`src/rtl/mem_io_ctrl_pkg.sv`:
```
// Shared definitions for the memory/IO controller: FSM encoding, widths and
// default register addresses.
package mem_io_ctrl_pkg;

    localparam int ADDR_W     = 9;
    localparam int RAM_ADDR_W = 8;
    localparam int DATA_W     = 16;
    localparam int SW_W       = 10;

    localparam logic [ADDR_W-1:0] LED_ADDR_DEF = 9'h100;
    localparam logic [ADDR_W-1:0] SW_ADDR_DEF  = 9'h140;

    typedef enum logic [1:0] {
        IDLE   = 2'd0,
        ACCESS = 2'd1,
        RESP   = 2'd2
    } state_t;

    // IO space (addr[8]=1) holds only the LED and switch registers.
    function automatic logic is_unmapped(input logic [ADDR_W-1:0] addr,
                                         input logic [ADDR_W-1:0] led_addr,
                                         input logic [ADDR_W-1:0] sw_addr);
        return addr[ADDR_W-1] && (addr != led_addr) && (addr != sw_addr);
    endfunction

endpackage

```
`src/rtl/mem_io_ctrl_sync2.sv`:
```
// Two-flop synchronizer for the asynchronous board switches.
module sync2 #(
    parameter int W = 10
) (
    input  logic         clk,
    input  logic         reset,
    input  logic [W-1:0] d,
    output logic [W-1:0] q
);

    logic [W-1:0] meta;

    always_ff @(posedge clk) begin
        if (reset) begin
            meta <= '0;
            q    <= '0;
        end else begin
            meta <= d;
            q    <= meta;
        end
    end

endmodule

```
`src/rtl/mem_io_ctrl.sv`:
```
// CPU-side controller routing single accesses to a synchronous RAM, the LED
// register or the synchronized switch register; reads complete in fixed time.
module mem_io_ctrl
    import mem_io_ctrl_pkg::*;
#(
    parameter logic [ADDR_W-1:0] LED_ADDR = LED_ADDR_DEF,
    parameter logic [ADDR_W-1:0] SW_ADDR  = SW_ADDR_DEF
) (
    input  logic                  clk,
    input  logic                  reset,
    input  logic                  cpu_req,
    input  logic                  cpu_we,
    input  logic [ADDR_W-1:0]     cpu_addr,
    input  logic [DATA_W-1:0]     cpu_wdata,
    output logic                  cpu_ready,
    output logic                  cpu_rvalid,
    output logic [DATA_W-1:0]     cpu_rdata,
    output logic                  bus_err,
    output logic [RAM_ADDR_W-1:0] ram_addr,
    output logic                  ram_we,
    output logic [DATA_W-1:0]     ram_wdata,
    input  logic [DATA_W-1:0]     ram_rdata,
    input  logic [SW_W-1:0]       sw,
    output logic [SW_W-1:0]       ledr
);

    state_t            state;
    logic              req_we;
    logic [ADDR_W-1:0] req_addr;
    logic [SW_W-1:0]   req_led;
    logic [SW_W-1:0]   sw_sync;
    logic [DATA_W-1:0] rd_mux;

    sync2 #(.W(SW_W)) u_sync2 (
        .clk   (clk),
        .reset (reset),
        .d     (sw),
        .q     (sw_sync)
    );

    assign cpu_ready = (state == IDLE);

    // Evaluated in RESP, when the RAM has had one cycle to return data.
    always_comb begin
        rd_mux = '0;
        if (!req_addr[ADDR_W-1])
            rd_mux = ram_rdata;
        else if (req_addr == LED_ADDR)
            rd_mux = {{(DATA_W-SW_W){1'b0}}, ledr};
        else if (req_addr == SW_ADDR)
            rd_mux = {{(DATA_W-SW_W){1'b0}}, sw_sync};
    end

    always_ff @(posedge clk) begin
        if (reset) begin
            state      <= IDLE;
            req_we     <= 1'b0;
            req_addr   <= '0;
            req_led    <= '0;
            ledr       <= '0;
            cpu_rdata  <= '0;
            cpu_rvalid <= 1'b0;
            bus_err    <= 1'b0;
            ram_we     <= 1'b0;
            ram_addr   <= '0;
            ram_wdata  <= '0;
        end else begin
            ram_we     <= 1'b0;
            bus_err    <= 1'b0;
            cpu_rvalid <= 1'b0;
            case (state)
                IDLE: begin
                    if (cpu_req) begin
                        req_we   <= cpu_we;
                        req_addr <= cpu_addr;
                        req_led  <= cpu_wdata[SW_W-1:0];
                        // RAM-side and error outputs are registered here so
                        // they are valid during the ACCESS cycle itself.
                        if (!cpu_addr[ADDR_W-1]) begin
                            ram_addr  <= cpu_addr[RAM_ADDR_W-1:0];
                            ram_wdata <= cpu_wdata;
                            ram_we    <= cpu_we;
                        end
                        bus_err <= is_unmapped(cpu_addr, LED_ADDR, SW_ADDR);
                        state   <= ACCESS;
                    end
                end
                ACCESS: begin
                    if (req_we) begin
                        if (req_addr == LED_ADDR)
                            ledr <= req_led;
                        state <= IDLE;
                    end else begin
                        state <= RESP;
                    end
                end
                RESP: begin
                    cpu_rdata  <= rd_mux;
                    cpu_rvalid <= 1'b1;
                    state      <= IDLE;
                end
                default: state <= IDLE;
            endcase
        end
    end

endmodule

```
`config.mk`:
```
export PLATFORM = sky130hd
export DESIGN_NAME = mem_io_ctrl
export DESIGN_NICKNAME = d
export VERILOG_FILES = /design/src/rtl/mem_io_ctrl_pkg.sv /design/src/rtl/mem_io_ctrl_sync2.sv /design/src/rtl/mem_io_ctrl.sv
export SDC_FILE = /design/constraint.sdc
export NUM_CORES = 1
export LEC_CHECK = 0
export ABC_AREA = 1
export CAP_MARGIN = 0
export CORE_MARGIN = 4
export CORE_UTILIZATION = 50
export CTS_CLUSTER_SIZE = 14
export DETAILED_ROUTE_END_ITERATION = 16
export PLACE_DENSITY = 0.88
export REMOVE_ABC_BUFFERS = 1
export SYNTH_ARGS = -nofsm -noshare
export SYNTH_HDL_FRONTEND = slang
export SYNTH_SLANG_ARGS = --single-unit
```
`constraint.sdc`:
```
create_clock -name clk -period 2.2 [get_ports clk]
set_input_delay 0.22 -clock clk [delete_from_list [all_inputs] [get_ports clk]]
set_output_delay 0.22 -clock clk [all_outputs]
set_load 0.01 [all_outputs]
```
==> results.toml, run 1 <==
[outcome]
outcome = "completed"

[cts]
clk_latency_ns = 0.35
cts_tree = "yes"
cts_setup_buffers = 0
cts_max_level = 3
cts-buffers-inserted = 9
clock_sinks = 95
path_clk_slew_ns = 0.08
cts_hold_buf = 0
ctsResizeCount = 0
cts_root_buf = "clkbuf_8"
clk_path_buf_depth = 2

[yosys]
synth.distinct_cells = 21
synth_area_sq_um = 3530
yosysWarnings = 0
ys_seq_area_share_pct = 53.8
synth_cells = 466
ys_seq_elements = 95
synth.avg_cell_area_sq_um = 7.58

[timing]
final.min_clock_period_ns = 1.61
clock_skew_ns = 0.00928
period_share_pct = 73.2
worst_slack_ns = 0.589
relSlewSlack_pct = 59.8
setup_viol = 0
rsz0062_at_grt = "no"
fin_tns_setup_ns = 0
hold_viol = 0
slew_viol_final = 0
fmax_ghz = 0.621
worstMarginPinSlew_ns = 0.603

[worst_setup_path]
critPathCapture = "cpu_ready"
startpoint = "state[1]"
crit_buf_inv = 1
cp_cell_sequence = "nor2_4 -> clkdlybuf4s50_1"
rr_worst_depth = 6
crit_type = "reg2out"
required_ns = 1.98
endpoint_kind = "output pin"
cpMaxStageDelayCell = "clkdlybuf4s50_1"
startpoint_type = "flop"
arrival_ns = 1.39
max_stage_delay_ns = 0.54
reg2reg_from = "state[1]"
reg2reg_slack_ns = 0.74
r2r_end = "ram_wdata[3]"
cp_top_family = "buffers and inverters"
crit_cells = 2
path_max_fanout = 4

[pwr]
ir_drop_mv = 0.370
powerDensity_nw_per_um2 = 704
p_leak_nw = 2.00

[placement]
place_ws_ns = 0.499
place.gp.congestion = 0.760
port_buffers = 108
post-dp-hpwl_um = 6330

[final_layout]
final_layout_size_suffix_gt1_share_pct = 5.80
layout_common_cells = "nor2_1, clkdlybuf4s50_1, dfxtp_1"
n_antenna_cell = 0
final_common_cell = "nor2_1"
syn_to_final_growth_pct = 36.6
fillers = 562
fin_nets = 621

[drt]
drc = 0
num_vias = 3283
ant_nets = 0
routedWlPerCell_um = 13.2
totalWireLength_um = 8770
drt-initial-drc-count = 132
vias_per_cell = 4.94
dr.pass1.iters = 5

[floorplan]
die_x_um = 92.1
pin_count = 109
initial_utilization_pct = 51.7
die_area_sq_um = 8480
fp-row-count = 30
core_area_sq_um = 6830
die_y_um = 92.1

[run]
drv_cap = 0

[min_path]
hold_class = "in2reg"
min_path_cells = 2

[grt]
grt_pass1_wl_um = 14700
grt_overflow = 0
grt_max_degree = 48
grt_pass1_vias = 3286
antenna_found_initial = 0
grt.total_usage_pct = 21.2
-- cell families after synthesis --
kind of cell / share of synthesized area [%]
and+or+nand+nor: 28.2
buffers and inverters: 8.68
AOI/OAI and AO/OA: 9.28
DFF: 53.8
-- per-stage QoR --
| stage | std cells | total power [W] | hold WS (ns) | area, sq um | utilization, % |
|---|---|---|---|---|---|
| floorplan | 439 | 0.00208 | 0.289 | 3380 | - |
| global placement | 651 | 0.00233 | 0.391 | 4640 | 67.9 |
| detailed placement | 651 | 0.00234 | 0.395 | 4640 | 67.9 |
| CTS | 665 | 0.00342 | 0.299 | 4830 | 70.6 |
| global route | 665 | 0.00354 | 0.332 | 4830 | 70.6 |
| finish | 665 | 0.00340 | 0.310 | 4830 | 70.6 |
-- power breakdown --
group	switching [W]	internal [W]	total, W	leakage (nW)
Combinational	0.000234	0.000222	0.000456	1.14
Clock	0.000577	0.000514	0.00109	0.0834
Sequential	0.0000438	0.00181	0.00185	0.779
Total	0.000855	0.00254	0.00340	2.00
-- cells in the mapped netlist (all sizes together) --
cell	count	area, sq um
o21ai	31	155
nor4	3	18.8
nand2	76	293
nor3	2	15.0
a21oi	33	165
dfxtp	95	1900
buf	19	119
a211oi	1	7.51
clkbuf	8	30.0
nand3	42	210
nand4	1	6.26
nor2	113	454
inv	42	158
-- worst min path at each step --
stage / start / endpoint
after detailed placement: u_sync2.meta[9] / u_sync2.q[9]
after floorplan: reset / cpu_rdata[0]
final: reset / u_sync2.meta[3]
after global routing: reset / ram_addr[1]
after global placement: u_sync2.meta[6] / u_sync2.q[6]
after CTS: reset / u_sync2.meta[3]
-- routing by layer --
metal / GRT usage [%] / share of wire (%) / vias to the layer above
li1: - / - / 1655
met1: 23.8 / 41 / 1523
met2: 37.7 / 51 / 89
met3: 6.40 / 6.9 / 16
met4: 7.80 / 1.7 / 0
met5: 0 / 0 / -
-- registers in the layout (all words and copies together), names as in the netlist, 2 cells and up --
| register | flops |
|---|---|
| ledr | 10 |
| u_sync2.q | 10 |
| req_addr | 9 |
| req_led | 10 |
| ram_wdata | 16 |
| cpu_rdata | 16 |
| state | 2 |
| u_sync2.meta | 10 |
| ram_addr | 8 |
-- final cells by class --
class	instances	area, sq um	share of cell area, %
tap	96	120	2.49
clock inverter	5	61.3	1.27
inverter	42	158	3.27
timing repair buffer	116	1140	23.5
sequential	95	1900	39.4
clock buffer	9	124	2.57
multi-input combinational	302	1330	27.5
(Power assumes the default switching activity.)
==> run 2: changes to the inputs <==
CORE_UTILIZATION = 46   (was 50)
PLACE_DENSITY = 0.82   (was 0.88)
clock period = 1.6 ns   (was 2.2 ns; I/O delays follow)
==> run 2 against run 1 <==
  * Sequential share of layout area decreased by 0.49 points
  * Routed wire length decreased by 0.34%
  * Clock power increased by 51%
  * Critical endpoint is now ledr[9]
  * Die area increased by 7.9%
  * Sequential power increased by 37%
  * Clock skew increased by 0.0031 ns
  * Highest routed layer unchanged
  * Critical path depth decreased by 1
  * Largest cell class unchanged
  * Cell count increased by 1.2%
  * Utilization decreased by 4.3 points
==> results.toml, run 2 (same netlist as run 1, synthesis figures left out) <==
[final_layout]
n_antenna_cell = 0
final_layout_size_suffix_gt1_share_pct = 6.79
top_regs = "cpu_rdata: 16 flops, ram_wdata: 16 flops"
syn_to_final_growth_pct = 38.3
fillers = 640
final_common_cell = "nor2_1"
fin_nets = 624
layout_common_cells = "nor2_1, clkdlybuf4s50_1, dfxtp_1"

[timing]
worstMarginPinSlew_ns = 0.426
period_share_pct = 93.4
slew_viol_final = 0
fmax_ghz = 0.669
setup_viol = 0
final.min_clock_period_ns = 1.49
hold_viol = 0
rsz0062_at_grt = "no"
clock_skew_ns = 0.0123
worst_slack_ns = 0.106
holdWs_ns = 0.218
relSlewSlack_pct = 71.6

[pwr]
p_sw_w = 0.00124
p_comb_share_pct = 13.2
swShare_pct = 25.7
ir_drop_mv = 0.597
p_leak_nw = 2.04
powerDensity_nw_per_um2 = 987
p_clk_share_pct = 34.2
p_seq_share_pct = 52.7
totalPowerFinal_w = 0.00482
p_int_w = 0.00359

[min_path]
hold_class = "in2reg"

[worst_setup_path]
required_ns = 1.44
reg2reg_from = "state[1]"
path_max_fanout = 3
startpoint_type = "flop"
crit_cells = 1
crit_buf_inv = 1
crit_type = "reg2out"
critPathCapture = "ledr[9]"
endpoint_kind = "output pin"
reg2reg_slack_ns = 0.11
rr_worst_depth = 6
cpMaxStageDelayCell = "clkdlybuf4s50_1"
cp_top_family = "buffers and inverters"
startpoint = "ledr[9]"
cp_cell_sequence = "clkdlybuf4s50_1"
arrival_ns = 1.33
max_stage_delay_ns = 0.58
r2r_end = "ram_wdata[10]"

[grt]
grt.total_usage_pct = 19.8
antenna_found_initial = 0
use_met1_pct = 22.1
met3_usage_pct = 5.29
grt.busiest_layer = "met2"
gr-usage-met2_pct = 35.8
grt_overflow = 0
grt_pass1_wl_um = 14100
grt_pass1_vias = 3038
grt_max_degree = 48

[drt]
dr.pass1.iters = 4
routedWlPerCell_um = 13.0
num_vias = 3239
drc = 0
drt-initial-drc-count = 120
vias_per_cell = 4.81
ant_nets = 0
totalWireLength_um = 8740

[cts]
cts_max_level = 3
clock_sinks = 95
cts_tree = "yes"
clk_latency_ns = 0.36
path_clk_slew_ns = 0.10
clk_path_buf_depth = 2
cts_root_buf = "clkbuf_8"
cts-buffers-inserted = 9

[run]
drv_cap = 0

[floorplan]
die_area_sq_um = 9150
die_x_um = 95.6
initial_utilization_pct = 47.9
pin_count = 109
core_area_sq_um = 7370
die_y_um = 95.6
fp-row-count = 31

[outcome]
outcome = "completed"

[placement]
port_buffers = 108
place_ws_ns = -0.0167
post-dp-hpwl_um = 6210
place.gp.congestion = 0.780
run 2: cell count changes in the layout (fill, tap and decap cells not counted), sizes merged:
| cell | change |
|---|---|
| buf | +3 |
| clkbuf | +1 |
| clkdlybuf4s50 | -1 |
| clkinv | +1 |
| clkinvlp | -2 |
| dlymetal6s2s | +1 |
| inv | +2 |
run 2: cell type report:
cell class	count	area, sq um	share of cell area (%)
sequential	95	1900	38.9
clock buffer	10	138	2.82
tap	99	124	2.53
inverter	42	161	3.30
clock inverter	6	76.3	1.56
multi-input combinational	302	1330	27.1
timing repair buffer	119	1160	23.8
run 2: power by group through the flow:
stage | sequential (W) | clock [W] | combinational (W)
CTS | 0.00254 | 0.00168 | 0.000641
global route | 0.00255 | 0.00176 | 0.000703
floorplan | 0.00262 | 0 | 0.000247
detailed placement | 0.00259 | 0 | 0.000636
finish | 0.00254 | 0.00165 | 0.000636
global placement | 0.00259 | 0 | 0.000624
run 2: worst min-delay path, delay by kind of cell:
family / cells / cell delay, ns
AO/OA/AOI/OAI: 1 / 0.06
buffers and inverters: 2 / 0.32
run 2: timing repair:
action | CTS | global route
gates resized for setup | 0 | 2
endpoints found under the setup margin | 0 | 10
setup buffers | 0 | 0
hold buffers | 0 | 0
run 2: through the flow:
step	cell area, sq um	TNS [ns]	util, %	cells
final	4890	0	66.3	673
after global routing	4890	0	66.3	673
after CTS	4880	0	66.2	673
after detailed placement	4670	-0.0196	63.3	657
after global placement	4670	0	63.3	657
after floorplan	3380	-5.85	-	439
run 2: worst min path at each step:
| stage | from | endpoint | cells after the start | slack, ns |
|---|---|---|---|---|
| after floorplan | reset | cpu_rdata[0] | 1 | 0.23 |
| after global placement | u_sync2.meta[4] | u_sync2.q[4] | 2 | 0.39 |
| after detailed placement | u_sync2.meta[3] | u_sync2.q[3] | 2 | 0.39 |
| after CTS | reset | ram_wdata[3] | 3 | 0.21 |
| after global routing | reset | ram_addr[1] | 3 | 0.23 |
| final | reset | ram_addr[1] | 3 | 0.22 |
run 2: per-layer routing:
| layer | routed length, um | vias to the layer above |
|---|---|---|
| met5 | 0 | - |
| met4 | 119 | 0 |
| met3 | 567 | 8 |
| met2 | 4470 | 75 |
| met1 | 3580 | 1494 |
| li1 | - | 1662 |
